$ cat config.mk
export PLATFORM = sky130hd
export DESIGN_NAME = ifu_predecode_check
export DESIGN_NICKNAME = d
export VERILOG_FILES = /design/src/rtl/ifu_predecode_check.sv
export SDC_FILE = /design/constraint.sdc
export NUM_CORES = 1
export LEC_CHECK = 0
export ABC_AREA = 0
export CELL_PAD_IN_SITES_DETAIL_PLACEMENT = 0
export CELL_PAD_IN_SITES_GLOBAL_PLACEMENT = 1
export CORE_AREA = 3 3 274 276
export CTS_BUF_LIST = sky130_fd_sc_hd__clkbuf_2
export DETAILED_ROUTE_END_ITERATION = 10
export DIE_AREA = 0 0 277 279
export PLACE_DENSITY_LB_ADDON = 0.1
export SYNTH_ARGS = -nofsm -noshare
export SYNTH_HDL_FRONTEND = slang
export SYNTH_SLANG_ARGS = --single-unit
export TNS_END_PERCENT = 5
$ cat constraint.sdc
create_clock -name clk_i -period 11.5 [get_ports clk_i]
set_input_delay 2.3 -clock clk_i [delete_from_list [all_inputs] [get_ports clk_i]]
set_output_delay 2.3 -clock clk_i [all_outputs]
set_load 0.05 [all_outputs]
$ cat src/rtl/ifu_predecode_check.sv
// Fetch-bundle predecode and early JAL/predictor sanity check.
// Two-stage pipeline: S1 holds the raw bundle; the check runs on S1 and the result is registered in S2.
module ifu_pd_slot #(
  parameter int XLEN = 32,
  parameter int IDX  = 0
) (
  input  logic [XLEN-1:0] base_pc_i,
  input  logic [31:0]     inst_i,
  output logic [XLEN-1:0] pc_o,
  output logic [6:0]      pd_o,       // {isRVC, brType[3:0], isCall, isRet}
  output logic            is_jal_o,
  output logic [XLEN-1:0] jal_tgt_o
);
  logic [6:0]  opc;
  logic [4:0]  rd, rs1;
  logic [3:0]  br_type;
  logic        is_jalr, link_rd, link_rs1;
  logic [20:0] jimm;

  assign opc      = inst_i[6:0];
  assign rd       = inst_i[11:7];
  assign rs1      = inst_i[19:15];
  assign is_jal_o = (opc == 7'b1101111);
  assign is_jalr  = (opc == 7'b1100111);
  assign br_type  = is_jal_o ? 4'd1 : is_jalr ? 4'd2 : (opc == 7'b1100011) ? 4'd3 : 4'd0;
  assign link_rd  = (rd == 5'd1) || (rd == 5'd5);
  assign link_rs1 = (rs1 == 5'd1) || (rs1 == 5'd5);
  assign pd_o     = {1'b0, br_type, (is_jal_o || is_jalr) && link_rd,
                     is_jalr && (rd == 5'd0) && link_rs1};

  assign pc_o      = base_pc_i + XLEN'(4 * IDX);
  assign jimm      = {inst_i[31], inst_i[19:12], inst_i[20], inst_i[30:21], 1'b0};
  assign jal_tgt_o = pc_o + {{(XLEN-21){jimm[20]}}, jimm};
endmodule

module ifu_predecode_check #(
  parameter int PREDICT_WIDTH = 4,
  parameter int XLEN          = 32,
  parameter int FTQ_IDX_WIDTH = 6,
  localparam int SW = (PREDICT_WIDTH > 1) ? $clog2(PREDICT_WIDTH) : 1
) (
  input  logic                       clk_i,
  input  logic                       rst_ni,
  input  logic                       flush_i,
  input  logic                       in_valid_i,
  output logic                       in_ready_o,
  input  logic [XLEN-1:0]            in_pc_i,
  input  logic [PREDICT_WIDTH*32-1:0] in_inst_i,
  input  logic [FTQ_IDX_WIDTH-1:0]   in_ftq_idx_i,
  input  logic                       in_pred_taken_i,
  input  logic [SW-1:0]              in_pred_slot_i,
  input  logic [XLEN-1:0]            in_pred_target_i,
  output logic                       out_valid_o,
  input  logic                       out_ready_i,
  output logic [PREDICT_WIDTH*8-1:0] out_pd_o,
  output logic [PREDICT_WIDTH-1:0]   out_inst_valid_o,
  output logic                       wb_valid_o,
  output logic                       wb_mispredict_o,
  output logic [XLEN-1:0]            wb_target_o,
  output logic [FTQ_IDX_WIDTH-1:0]   wb_ftq_idx_o
);
  typedef struct packed {
    logic [XLEN-1:0]                pc;
    logic [PREDICT_WIDTH-1:0][31:0] inst;
    logic [FTQ_IDX_WIDTH-1:0]       ftq_idx;
    logic                           taken;
    logic [SW-1:0]                  slot;
    logic [XLEN-1:0]                target;
  } s1_t;

  s1_t s1_q;
  logic s1_valid_q, s1_valid_d, s2_valid_q, s2_valid_d, s2_en, s1_load;

  logic [PREDICT_WIDTH-1:0][XLEN-1:0] slot_pc, jal_tgt;
  logic [PREDICT_WIDTH-1:0][6:0]      slot_pd;
  logic [PREDICT_WIDTH-1:0]           is_jal;

  logic [PREDICT_WIDTH-1:0][7:0] pd_d, pd_q;
  logic [PREDICT_WIDTH-1:0]      iv_d, iv_q;
  logic                          mis_d, mis_q;
  logic [XLEN-1:0]               tgt_d, tgt_q;
  logic [FTQ_IDX_WIDTH-1:0]      ftq_q;
  logic                          has_j;
  logic [SW-1:0]                 j, k;

  for (genvar i = 0; i < PREDICT_WIDTH; i++) begin : g_slot
    ifu_pd_slot #(.XLEN(XLEN), .IDX(i)) u_slot (
      .base_pc_i (s1_q.pc),
      .inst_i    (s1_q.inst[i]),
      .pc_o      (slot_pc[i]),
      .pd_o      (slot_pd[i]),
      .is_jal_o  (is_jal[i]),
      .jal_tgt_o (jal_tgt[i])
    );
  end

  // Only the earliest JAL matters: anything after it is never fetched.
  always_comb begin
    has_j = 1'b0;
    j     = '0;
    for (int i = PREDICT_WIDTH - 1; i >= 0; i--) begin
      if (is_jal[i]) begin
        has_j = 1'b1;
        j     = SW'(i);
      end
    end
    mis_d = 1'b0;
    tgt_d = s1_q.taken ? s1_q.target : s1_q.pc + XLEN'(4 * PREDICT_WIDTH);
    k     = s1_q.taken ? s1_q.slot : SW'(PREDICT_WIDTH - 1);
    if (has_j && (!s1_q.taken || s1_q.slot > j)) begin
      mis_d = 1'b1;
      tgt_d = jal_tgt[j];
      k     = j;
    end else if (s1_q.taken && slot_pd[s1_q.slot][5:2] == 4'd0) begin
      mis_d = 1'b1;
      tgt_d = slot_pc[s1_q.slot] + XLEN'(4);
      k     = s1_q.slot;
    end else if (s1_q.taken && is_jal[s1_q.slot] && s1_q.target != jal_tgt[s1_q.slot]) begin
      mis_d = 1'b1;
      tgt_d = jal_tgt[s1_q.slot];
      k     = s1_q.slot;
    end
    for (int i = 0; i < PREDICT_WIDTH; i++) begin
      iv_d[i] = (SW'(i) <= k);
      pd_d[i] = {iv_d[i], slot_pd[i]};
    end
  end

  assign s2_en      = !s2_valid_q || out_ready_i;
  assign in_ready_o = !s1_valid_q || s2_en;
  assign s1_load    = in_valid_i && in_ready_o;

  always_comb begin
    s1_valid_d = s1_valid_q;
    s2_valid_d = s2_valid_q;
    if (flush_i) begin
      s1_valid_d = 1'b0;
      s2_valid_d = 1'b0;
    end else begin
      if (in_ready_o) s1_valid_d = in_valid_i;
      if (s2_en)      s2_valid_d = s1_valid_q;
    end
  end

  always_ff @(posedge clk_i or negedge rst_ni) begin
    if (!rst_ni) begin
      s1_valid_q <= 1'b0;
      s2_valid_q <= 1'b0;
      s1_q       <= '0;
      pd_q       <= '0;
      iv_q       <= '0;
      mis_q      <= 1'b0;
      tgt_q      <= '0;
      ftq_q      <= '0;
    end else begin
      s1_valid_q <= s1_valid_d;
      s2_valid_q <= s2_valid_d;
      if (s1_load)
        s1_q <= '{pc: in_pc_i, inst: in_inst_i, ftq_idx: in_ftq_idx_i, taken: in_pred_taken_i,
                  slot: in_pred_slot_i, target: in_pred_target_i};
      if (s2_en && s1_valid_q) begin
        pd_q  <= pd_d;
        iv_q  <= iv_d;
        mis_q <= mis_d;
        tgt_q <= tgt_d;
        ftq_q <= s1_q.ftq_idx;
      end
    end
  end

  assign out_valid_o      = s2_valid_q;
  assign out_pd_o         = pd_q;
  assign out_inst_valid_o = iv_q;
  assign wb_valid_o       = s2_valid_q && out_ready_i && !flush_i;
  assign wb_mispredict_o  = mis_q;
  assign wb_target_o      = tgt_q;
  assign wb_ftq_idx_o     = ftq_q;
endmodule
Word level (Yosys, flattened, before mapping):

Index checks and enable logic that the tools add are counted.

* multiplexer cells: 45
* add/subtract/negate cells: 9
* reduce and logical (&&, ||, !) cells: 46
* equal/unequal tests: 29
* magnitude comparators: 7

Operators with widths (count)
* 32-bit two-way mux: 7
* 32-bit binary-select mux with 2-bit select: 3
* 32-bit adder: 4
* 7-bit equality test (second input constant): 12
* 32-bit by 3-bit adder with 32-bit output (second input constant): 2
* 32-bit by 4-bit adder with 32-bit output (second input constant): 2
* 5-bit by 1-bit equality test with 1-bit output (second input constant): 8
* 5-bit by 3-bit equality test with 1-bit output (second input constant): 8
* 32-bit by 5-bit adder with 32-bit output (second input constant): 1
* 4-bit two-way mux: 8
* 32-bit inequality test: 1
* 2-bit two-way mux: 12
* 1-bit logical AND: 20
* 5-bit logical NOT: 4
* 1-bit logical OR: 15
* 7-bit binary-select mux with 2-bit select: 1
* 1-bit two-way mux: 12
* 2-bit by 3-bit less-than comparator with 1-bit output (second input constant): 2
* 6-bit two-way mux: 1
* 1-bit by 2-bit <= comparator with 1-bit output (first input constant): 2
* 2-bit <= comparator (first input constant): 2
* 1-bit logical NOT: 4
* 4-bit logical NOT: 1
* 2-bit nonzero test: 2
* other kinds (2): 2

* word-level logic and storage cells: 155
* register bits: 274
* output and inout bits: 78

Longest topological paths before layout:

Gate-level depths: netlist (run 1).

* depth in word-level cells: 11
* gate-level depth with buffers: 25

Modules after synthesis:

A second synthesis (run 1) with hierarchy kept.

* cell total of the unflattened synthesis: 2594
* area total of the unflattened synthesis: 24139.4 sq um

Modules (own cells, without submodules)
* ifu_predecode_check: instances 1, area an instance 15225.9 sq um, cells each 1307
* ifu_pd_slot (g_slot[3].u_slot): instances 1, area an instance 2323.5 sq um, cells each 333
* ifu_pd_slot (g_slot[1].u_slot): instances 1, area an instance 2232.1 sq um, cells each 325
* ifu_pd_slot (g_slot[2].u_slot): instances 1, area an instance 2208.4 sq um, cells each 326
* ifu_pd_slot (g_slot[0].u_slot): instances 1, area an instance 2149.6 sq um, cells each 303

Least setup slack after synthesis (run 1):

No wires, ideal clock.

* path type: reg2reg
* start: reg s1_q[173] (netlist bit)
* end: reg tgt_q[21], in the netlist wb_target_o[21]
* path buffers: 3
* path slack: 6.098 ns
* arrival time: 5.325 ns
* cell stages (with the launch flop): 25
* cell sequence: dfrtp_1 > ha_1 > nand3_1 > or3_1 > nor3_2 > and3_1 > clkbuf_1 > nand2_1 > xnor2_1 > ha_1 > clkbuf_1 > a21o_1 > a21o_1 > a21oi_1 > mux2i_1 > o2111ai_1 > nor4_1 > mux2i_1 > o211ai_1 > nor4_1 > nand4_1 > o21ai_4 > buf_6 > mux2_2 > a21oi_1

* cells in the longest elaborated chain, start to end: 9
* elaborated cells between the ends (all ways): 21

Ends and longest elaborated chain
* from (decl): RTL line 71 `s1_t s1_q;`
* from (signal assigned): RTL line 159 `s1_q <= '{pc: in_pc_i, inst: in_inst_i, ftq_idx: in_ftq_idx_i, taken: in_pred_taken_i,`
* 32-bit by 3-bit adder with 32-bit output / 32-bit by 4-bit adder with 32-bit output (equally long branches): RTL line 31 `assign pc_o = base_pc_i + XLEN'(4 * IDX);`
* 32-bit adder: RTL line 33 `assign jal_tgt_o = pc_o + {{(XLEN-21){jimm[20]}}, jimm};`
* 32-bit binary-select mux with 2-bit select: RTL line 118, 120
* 32-bit two-way mux (not written as such): RTL line 118, 120
* 32-bit inequality test: RTL line 118 `end else if (s1_q.taken && is_jal[s1_q.slot] && s1_q.target != jal_tgt[s1_q.slot]) begin`
* 1-bit logical AND: RTL line 118
* 32-bit two-way mux: RTL line 118
* 32-bit two-way mux: RTL line 114 `end else if (s1_q.taken && slot_pd[s1_q.slot][5:2] == 4'd0) begin`
* 32-bit two-way mux (*): RTL line 110 `if (has_j && (!s1_q.taken || s1_q.slot > j)) begin`
* to (signal assigned): RTL line 165 `tgt_q <= tgt_d;`
* to (decl): RTL line 81 `logic [XLEN-1:0] tgt_d, tgt_q;`

Every way passes the cells marked *; elsewhere a longest branch is shown, timed or not. The select of a mux whose other input is x is not followed.
A chain may end at the register's enable or synchronous reset.

Final worst setup path (run 1):

* start: reg s1_q[174] (netlist bit)
* end: reg tgt_q[17], in the netlist wb_target_o[17]

The elaborated chain is that of the path after synthesis.

==> out/metrics.yaml, run 1 <==
status:
  status: "finished, final reports clean"
place:
  placed_cells: 4122
  dp_hpwl_um: 95000
  io_buffers: 271
  routabilityCongestion: 1.02
yosys:
  yosysSeqAreaShare_pct: 25.8
  synthTopCellsByArea: "dfrtp_1 (26%), mux2_2 (9.8%), ha_1 (6.3%), xnor2_1 (5.4%), nand2_1 (4.9%)"
  synthArstFlopShare_pct: 100
  yosysTopAreaCell: "dfrtp_1"
  syn_area_um2: 25400
  yosys.cell_count.top_type: "nand2_1"
  synth_common_cells: "nand2_1 (335), dfrtp_1 (262), a21oi_1 (245)"
  syn_inst: 3080
  synth.avg_cell_area_um2: 8.26
  synth_edf_count: 0
  synth_ff_type: "dfrtp_1"
  yosysWarnings: 0
  ys_seq_elements: 262
  yosys.area.top_type_share_pct: 25.8
  ys_types: 105
clocking:
  clock_latency_ns: 1.22
  root_buffer: "clkbuf_2"
  cts-htree-levels: 3
  post_cts_resized: 0
  cts_setup_buffers: 0
  cts.sinks: 262
  postCtsHoldBufs: 0
  cts_tree: "done"
  clockBufferDepth: 3
  path_clk_slew_ns: 0.15
  cts_buffers: 79
sta:
  finalHoldViolations: 0
  slew_headroom_pct: 14.2
  worst_slew_pin_slew_ns: 1.28
  setup_tns_ns: 0
  skew_ns: 0.163
  grt_setup_unrepaired: "no"
  period_minus_slack_ns: 8.37
  fin_hold_ws_ns: 0.476
  slew_viol_final: 0
  post-route-period-util_pct: 72.8
  finalSetupViolCount: 0
  fmaxAchievable_mhz: 119
global_routing:
  overflow: 0
  grt.busiest_layer: "met2"
  grtUsageMet1_pct: 36.9
  grt_pass1_vias: 25096
  met2_usage_pct: 48.2
  grt_max_degree: 130
  track_usage_pct: 30.2
  antenna_found_initial: 3
  grt_pass1_wl_um: 172000
  met3_usage_pct: 4.93
worst_setup_path:
  critical-path-top-delay-family: "simple AND/OR/NAND/NOR gates"
  crit_chain: "ha_1 -> nand3_1 -> or3_1 -> nor3_2 -> and3_1 -> nand2_1 -> xnor2_1 -> ha_1 -> a21o_1 -> a21o_1 -> a21oi_1 -> mux2i_1 -> o2111ai_1 -> nor4_1 -> mux2i_1 -> o211ai_1 -> nor4_1 -> nand4_1 -> o21ai_4 -> buf_4 -> mux2_2 -> a211oi_1"
  arrival_ns: 9.40
  cp_data_required_time_ns: 12.52
  cpPeakStageDelay_ns: 1.09
  slowest_stage: "nor4_1"
  path_class: "reg2reg"
  cp-start-kind: "flop"
  worst-path-max-fanout: 29
  path_buf_inv: 1
  setup.worst_path.end_class: "flop"
die:
  die_y_um: 279
  io_pins: 284
  start_util_pct: 34.9
  die_area_um2: 77300
  coreArea_um2: 72800
  die_w_um: 277
  num_rows: 99
finish:
  fill_cells: 7498
  syn_to_final_growth_pct: 15.6
  final_util_pct: 40.4
  drive_above_1_share_pct: 13.3
  num-nets-final: 3582
  multi_input_area_um2: 17800
  fin_cells: 4264
  register_area_um2: 6560
detailed_routing:
  drtPass1Iterations: 6
  routed_wl_um: 120000
  drt_iter0_markers: 2414
  drtAntennaViolNets: 0
  num_vias: 25460
  drc: 0
  wl_per_cell_um: 28.2
  avgViaCountPerCell: 5.97
pwr:
  power_mw: 4.57
  p_clk_share_pct: 16.4
  power_leakage_nw: 11.8
  switching_share_pct: 51.2
  pwr_density_cell_nw_per_um2: 155
  combPwrFrac_pct: 57.0
  internal-power_mw: 2.23
  vdd_ir_drop_max_mv: 0.0857
  seqPwrFrac_pct: 26.6
  switching_power_mw: 2.34
job:
  drv_cap: 0
min_path:
  hold_class: "reg2reg"
worst min-delay path, delay by kind of cell (launching register included):
family	cells	cell delay [ns]
simple gates	2	0.10
flops	1	0.35
final timing paths:
check	from	end	slack (ns)	depth (start not counted)
setup / recovery	s1_q[174]	wb_target_o[17]	3.13	22
hold / removal	s1_q[37]	wb_ftq_idx_o[2]	0.48	2
setup reg to reg	s1_q[174]	wb_target_o[17]	3.13	22
hold reg to reg	s1_q[37]	wb_ftq_idx_o[2]	0.48	2
max in group asynchronous	rst_ni	s1_q[33]	8.11	3
min in group asynchronous	rst_ni	s1_q[72]	1.04	1
cell usage in the layout (no fill, tap or decap), drive strengths merged, types with 22 or more instances in the layout:
cell type      count
nand2            335
clkdlybuf4s50    270
dfrtp            262
a21oi            245
nor2             224
mux2             222
xnor2            158
o21ai            139
ha               128
xor2             123
clkbuf           109
nand3             93
nor3              63
a31oi             61
nand4             58
a21o              50
a211oi            47
mux2i             46
inv               44
and3              41
nor4              40
buf               38
o22ai             37
o211ai            31
nand2b            26
and2              24
o21a              24
or3               22
clkinv            22
final cells by class:
cell class	count	area share, %
Antenna cell	6	0.0510
Tap cell	959	4.08
Sequential cell	262	22.3
Timing Repair Buffer	308	10.2
Clock buffer	109	1.85
Inverter	41	0.523
Multi-Input combinational cell	2552	60.5
Clock inverter	27	0.498
state kept, by name (all words and copies together), names as in the netlist:
| signal | count |
|---|---|
| s1_valid_q | 1 |
| out_pd_o | 16 |
| out_inst_valid_o | 4 |
| wb_target_o | 32 |
| wb_mispredict_o | 1 |
| s1_q | 201 |
| out_valid_o | 1 |
| wb_ftq_idx_o | 6 |
through the flow:
step | worst slack, ns | instance area (µm²)
after floorplan | 6.10 | 25500
after global placement | 3.72 | 28700
after detailed placement | 3.47 | 28700
after CTS | 3.35 | 29400
after global routing | 2.95 | 29400
final | 3.13 | 29400
layer usage:
metal | vias to the layer above | part of all wire, %
met3 | 289 | 6.4
met1 | 12373 | 39
met4 | 0 | 8.9
met2 | 1081 | 45
met5 | - | 0
li1 | 11717 | -
logic make-up (layout without fill, tap and decap cells):
| logic type | count (synthesis) | in the layout | synth area share, % |
|---|---|---|---|
| flops | 262 | 262 | 25.8 |
| simple gates | 1024 | 1024 | 19.7 |
| compound gates | 828 | 828 | 21.3 |
| buf+inv | 277 | 485 | 4.70 |
| xor+xnor | 283 | 283 | 9.85 |
| other cells | 1 | 18 | 0.0147 |
| mux | 273 | 273 | 12.1 |
| fa+ha+maj | 132 | 132 | 6.61 |
power by group through the flow:
stage | Clock (mW) | Combinational, mW | Sequential, mW
6_report | 0.750 | 2.60 | 1.21
5_1_grt | 0.836 | 2.77 | 1.23
4_1_cts | 0.794 | 2.57 | 1.22
3_5_place_dp | 0 | 2.56 | 1.23
3_3_place_gp | 0 | 2.56 | 1.23
2_1_floorplan | 0 | 1.58 | 1.25
Note: power is estimated with default switching activity, not from simulation.
==> run 2, diff against run 1 <==
==> constraint.sdc (replaced) <==
create_clock -name clk_i -period 7.1 [get_ports clk_i]
set_input_delay 1.42 -clock clk_i [delete_from_list [all_inputs] [get_ports clk_i]]
set_output_delay 1.42 -clock clk_i [all_outputs]
set_load 0.05 [all_outputs]
==> out/metrics.yaml, run 2 (synthesis results as in run 1) <==
sta:
  period_minus_slack_ns: 6.84  # -1.53 ns
  slew_viol_final: 0  # unchanged
  finalSetupViolCount: 0  # unchanged
  fmaxAchievable_mhz: 146  # +22%
  finalHoldViolations: 0  # unchanged
  slew_headroom_pct: 16.9  # +2.7 points
  setup_tns_ns: 0  # unchanged
  post-route-period-util_pct: 96.3  # +24 points
  worst_slew_pin_slew_ns: 1.24  # -0.0301 ns
  grt_setup_unrepaired: "no"
  skew_ns: 0.200  # +0.0366 ns
pwr:
  seqPwrFrac_pct: 25.1  # -1.5 points
  combPwrFrac_pct: 58.3  # +1.3 points
  power_mw: 7.68  # +68%
  switching_power_mw: 3.95  # +69%
  power_leakage_nw: 12.4  # +5.0%
  internal-power_mw: 3.73  # +67%
  pwr_density_cell_nw_per_um2: 253  # +63%
  switching_share_pct: 51.5  # +0.27 points
  vdd_ir_drop_max_mv: 0.168  # +96%
  p_clk_share_pct: 16.5  # about the same
detailed_routing:
  routed_wl_um: 128000  # +6.3%
  wl_met3_um: 8050  # +3.8%
  num_vias: 26310  # +3.3%
  drc: 0  # unchanged
  wl_per_cell_um: 29.2  # +3.4%
  drtAntennaViolNets: 0  # unchanged
  drtPass1Iterations: 6  # unchanged
  avgViaCountPerCell: 6.00  # +0.46%
  drt_iter0_markers: 2432  # +0.75%
  routed-wl-met2_um: 60000  # +10%
  maxUsedRoutingLayer: "met5"
  drt-met1-wl_um: 50200  # +5.8%
place:
  routabilityCongestion: 0.954  # -6.1%
  dp_hpwl_um: 101000  # +6.2%
  io_buffers: 271  # unchanged
global_routing:
  antenna_found_initial: 5  # +2
  grt_max_degree: 143  # +10%
  overflow: 0  # unchanged
  track_usage_pct: 31.9  # +1.7 points
  grt_pass1_wl_um: 181000  # +4.9%
  grt_pass1_vias: 25780  # +2.7%
clocking:
  cts_buffers: 81  # +2.5%
  clockBufferDepth: 3  # unchanged
  cts_tree: "done"
  cts.sinks: 262  # unchanged
  root_buffer: "clkbuf_2"
  cts-htree-levels: 3  # unchanged
  path_clk_slew_ns: 0.09  # -0.06 ns
  cts_setup_buffers: 0  # unchanged
  clock_latency_ns: 1.27  # +0.05 ns
min_path:
  hold_class: "reg2reg"
die:
  start_util_pct: 34.9  # unchanged
  num_rows: 99  # unchanged
  io_pins: 284  # unchanged
  die_area_um2: 77300  # unchanged
  die_w_um: 277  # unchanged
  coreArea_um2: 72800  # unchanged
  die_y_um: 279  # unchanged
finish:
  drive_above_1_share_pct: 16.4  # +3.1 points
  largest_reg_flops: 201  # unchanged
  top_register: "s1_q"
  num-nets-final: 3696  # +3.2%
  mostFrequentLayoutCells: "nand2_1 (333), clkdlybuf4s50_1 (270), dfrtp_1 (257)"
  final_common_cell: "nand2_1"
  syn_to_final_growth_pct: 19.5
worst_setup_path:
  arrival_ns: 7.89  # -1.51 ns
  setup.worst_path.end_class: "flop"
  rrSetupSlack_ns: 0.26  # -2.87 ns
  worst-path-max-fanout: 13  # -55%
  cp_data_required_time_ns: 8.15  # -4.37 ns
  path_class: "reg2reg"
  cp-start-kind: "flop"
job:
  drv_cap: 0  # unchanged
status:
  status: "finished, final reports clean"
[run 2: cell count changes in the layout (fill, tap and decap cells not counted), moves of 3 or more]
cell / delta
clkinv_2: +4
a21oi_2: +3
clkbuf_2: -4
clkinv_1: +12
buf_4: +107
buf_12: +4
a21oi_1: -3
[run 2: area by class of cell]
cell class | count | area [µm²]
repair buffers | 420 | 3900
clock inverters | 41 | 218
well taps | 959 | 1200
multi-input cells | 2552 | 17800
diodes | 6 | 15.0
clock buffers | 105 | 526
fillers | 7399 | 42400
flip-flops and latches | 262 | 6560
inverters | 41 | 155
[run 2: metrics by stage]
stage	worst slack, ns	hold WS, ns	utilization, %	std cells	area, µm²
final	0.260	0.470	41.8	4386	30400
after global routing	0.0104	0.514	41.8	4385	30400
after CTS	0.187	0.467	41.7	4380	30400
after detailed placement	0.224	0.455	40.6	4233	29600
after global placement	0.233	0.442	40.6	4233	29600
after floorplan	1.70	0.433	-	3091	25500
[run 2: power by group through the flow]
stage | combinational [mW] | sequential, mW | clock [mW]
floorplan | 2.55 | 2.03 | 0
global placement | 4.39 | 1.96 | 0
detailed placement | 4.40 | 1.96 | 0
CTS | 4.42 | 1.93 | 1.34
global route | 4.73 | 1.95 | 1.41
finish | 4.48 | 1.93 | 1.27
[run 2: final timing paths]
check	endpoint	startpoint	cells after the start
max in group asynchronous	s1_q[38]	rst_ni	3
min reg2reg	wb_ftq_idx_o[0]	s1_q[35]	2
max reg2reg	wb_target_o[11]	s1_q[183]	22
max	wb_target_o[11]	s1_q[183]	22
min	wb_ftq_idx_o[0]	s1_q[35]	2
min in group asynchronous	s1_q[136]	rst_ni	2
[run 2: repair_timing]
action	4_1_cts	5_1_grt
gates resized for setup	0	14
endpoints found under the setup margin	0	31
hold buffers	1	0
endpoints found under the hold margin	2	0
[run 2: critical path: stages (launching register included)]
cell      delay, ns
dfrtp_1        0.69
nand4_1        0.18
buf_4          0.23
nor4_4         0.61
and2_1         0.30
nand2_1        0.12
xnor2_1        0.22
ha_1           0.36
a21oi_1        0.33
o21a_1         0.20
nand2_1        0.06
o31ai_1        0.24
buf_4          0.23
nor4_1         0.06
or4_1          0.61
a211oi_1       0.44
a21oi_1        0.16
xnor2_1        0.25
nand4_1        0.29
o21ai_4        0.37
buf_12         0.20
mux2_2         0.34
a21oi_1        0.16
[run 2: metal layers]
metal  up-vias  global-route usage [%]
li1      11956                       -
met1     12880                    38.3
met2      1189                    53.3
met3       283                    4.70
met4         2                    21.2
met5         -                       0
==> run 3, diff against run 2 <==
==> constraint.sdc (replaced) <==
create_clock -name clk_i -period 7 [get_ports clk_i]
set_input_delay 1.4 -clock clk_i [delete_from_list [all_inputs] [get_ports clk_i]]
set_output_delay 1.4 -clock clk_i [all_outputs]
set_load 0.05 [all_outputs]
==> out/metrics.yaml, run 3 (synthesis results as in run 1) <==
status:
  status: "finished, final reports clean"
die:
  io_pins: 284  # unchanged
  die_area_um2: 77300  # unchanged
  num_rows: 99  # unchanged
  coreArea_um2: 72800  # unchanged
  die_w_um: 277  # unchanged
  die_y_um: 279  # unchanged
  start_util_pct: 34.9  # unchanged
detailed_routing:
  wl_per_cell_um: 28.9  # -1.1%
  drt_iter0_markers: 2356  # -3.1%
  num_vias: 26148  # -0.62%
  drtPass1Iterations: 6  # unchanged
  drc: 0  # unchanged
  routed_wl_um: 127000  # -0.94%
  drtAntennaViolNets: 0  # unchanged
  avgViaCountPerCell: 5.95  # -0.73%
sta:
  fmaxAchievable_mhz: 148  # +1.4%
  skew_ns: 0.195  # -0.00425 ns
  setup_tns_ns: 0  # unchanged
  finalHoldViolations: 0  # unchanged
  fin_hold_ws_ns: 0.228  # -0.243 ns
  post-route-period-util_pct: 96.4  # about the same
  slew_headroom_pct: 22.3  # +5.4 points
  slew_viol_final: 0  # unchanged
  grt_setup_unrepaired: "no"
  finalSetupViolCount: 0  # unchanged
  worst_slew_pin_slew_ns: 1.15  # -0.0962 ns
  period_minus_slack_ns: 6.75  # -0.0932 ns
min_path:
  hold_class: "in2async"
finish:
  final_common_cell: "nand2_1"
  largest_reg_flops: 201  # unchanged
  top_register: "s1_q"
  syn_to_final_growth_pct: 19.8
  num-nets-final: 3706  # +0.27%
  fin_area_um2: 30500  # +0.26%
  mostFrequentLayoutCells: "nand2_1 (334), clkdlybuf4s50_1 (270), dfrtp_1 (259)"
  fin_cells: 4391  # +0.11%
  drive_above_1_share_pct: 16.7  # +0.31 points
  fill_cells: 7525  # +1.7%
worst_setup_path:
  cp-start-kind: "flop"
  path_class: "reg2reg"
  worst-path-max-fanout: 10  # -3
  setup.worst_path.end_class: "flop"
  arrival_ns: 7.80  # -0.09 ns
  cp_data_required_time_ns: 8.05  # -0.10 ns
pwr:
  vdd_ir_drop_max_mv: 0.160  # -4.4%
  power_leakage_nw: 12.4  # +0.67%
  power_mw: 7.80  # +1.5%
  pwr_density_cell_nw_per_um2: 256  # +1.2%
clocking:
  cts_buffers: 82  # +1.2%
  root_buffer: "clkbuf_2"
  cts_tree: "done"
  cts-htree-levels: 3  # unchanged
  postCtsHoldBufs: 0  # -1
  clock_latency_ns: 1.20  # -0.07 ns
  clockBufferDepth: 3  # unchanged
  path_clk_slew_ns: 0.11  # +0.02 ns
  cts.sinks: 262  # unchanged
global_routing:
  grt_max_degree: 142  # -0.70%
  overflow: 0  # unchanged
  grt_pass1_wl_um: 181000  # about the same
  grt_pass1_vias: 25961  # +0.70%
  track_usage_pct: 31.8  # -0.090 points
  antenna_found_initial: 2  # -3
place:
  io_buffers: 271  # unchanged
  routabilityCongestion: 0.960  # +0.66%
  dp_hpwl_um: 100000  # -0.51%
  placed_cells: 4243  # +0.24%
  post_dp_cell_area_um2: 29700  # +0.33%
job:
  drv_cap: 0  # unchanged
==> run 3: report_power, final <==
group	internal [mW]	leakage [nW]	switching (mW)	total [mW]
Combinational	1.66	8.81	2.89	4.54
Clock	0.488	0.560	0.810	1.30
Sequential	1.70	3.08	0.257	1.96
==> run 3: cell type report <==
class | count | area, µm² | area share [%]
Tap cell | 959 | 1200 | 3.93
Sequential cell | 262 | 6560 | 21.5
Timing Repair Buffer | 429 | 3990 | 13.1
Clock buffer | 112 | 561 | 1.84
Clock inverter | 33 | 190 | 0.624
Multi-Input combinational cell | 2552 | 17800 | 58.5
Antenna cell | 3 | 7.51 | 0.0246
Inverter | 41 | 154 | 0.505
==> run 3: per-stage QoR <==
step / util [%] / setup WS (ns)
6_report: 41.9 / 0.253
4_1_cts: 41.8 / 0.0733
3_5_place_dp: 40.8 / 0.106
3_3_place_gp: 40.8 / 0.0317
5_1_grt: 41.9 / 0.0127
2_1_floorplan: - / 1.60
==> run 3: worst max-delay path: stages, from the launching register on <==
cell,delay [ns]
dfrtp_1,0.45
buf_4,0.20
ha_1,0.20
a21oi_1,0.92
nor4_2,0.09
buf_4,0.22
nor3b_1,0.15
or2_2,0.36
ha_1,0.50
nand2_1,0.15
nor2_1,0.22
nand4_1,0.22
a211oi_1,0.60
nor4_1,0.12
o31ai_1,0.39
a21oi_1,0.13
nand3b_1,0.23
nor4_1,0.24
nand4_1,0.26
buf_4,0.22
nor2_1,0.22
buf_4,0.18
mux2_2,0.32
a21oi_1,0.15
==> run 3: layer usage <==
| layer | vias up | wire length (µm) | track usage, % |
|---|---|---|---|
| met4 | 0 | 10800 | 22.7 |
| met5 | - | 0 | 0 |
| li1 | 11951 | - | - |
| met3 | 320 | 7380 | 4.77 |
| met2 | 1114 | 58200 | 52.0 |
| met1 | 12763 | 50500 | 38.5 |
==> run 3: final timing paths <==
kind | slack [ns] | start | depth (start not counted) | endpoint
setup reg to reg | 0.25 | s1_q[173] | 23 | wb_target_o[12]
min in group clk_i | 0.47 | s1_q[35] | 2 | wb_ftq_idx_o[0]
hold reg to reg | 0.47 | s1_q[35] | 2 | wb_ftq_idx_o[0]
setup / recovery | 0.25 | s1_q[173] | 23 | wb_target_o[12]
max in group asynchronous | 5.41 | rst_ni | 2 | s1_q[32]
hold / removal | 0.23 | rst_ni | 1 | wb_target_o[30]
==> run 3: repair_timing <==
| action | CTS | global route |
|---|---|---|
| buffers inserted | 0 | 0 |
| gates resized for setup | 0 | 8 |
| setup endpoints to repair | 0 | 33 |
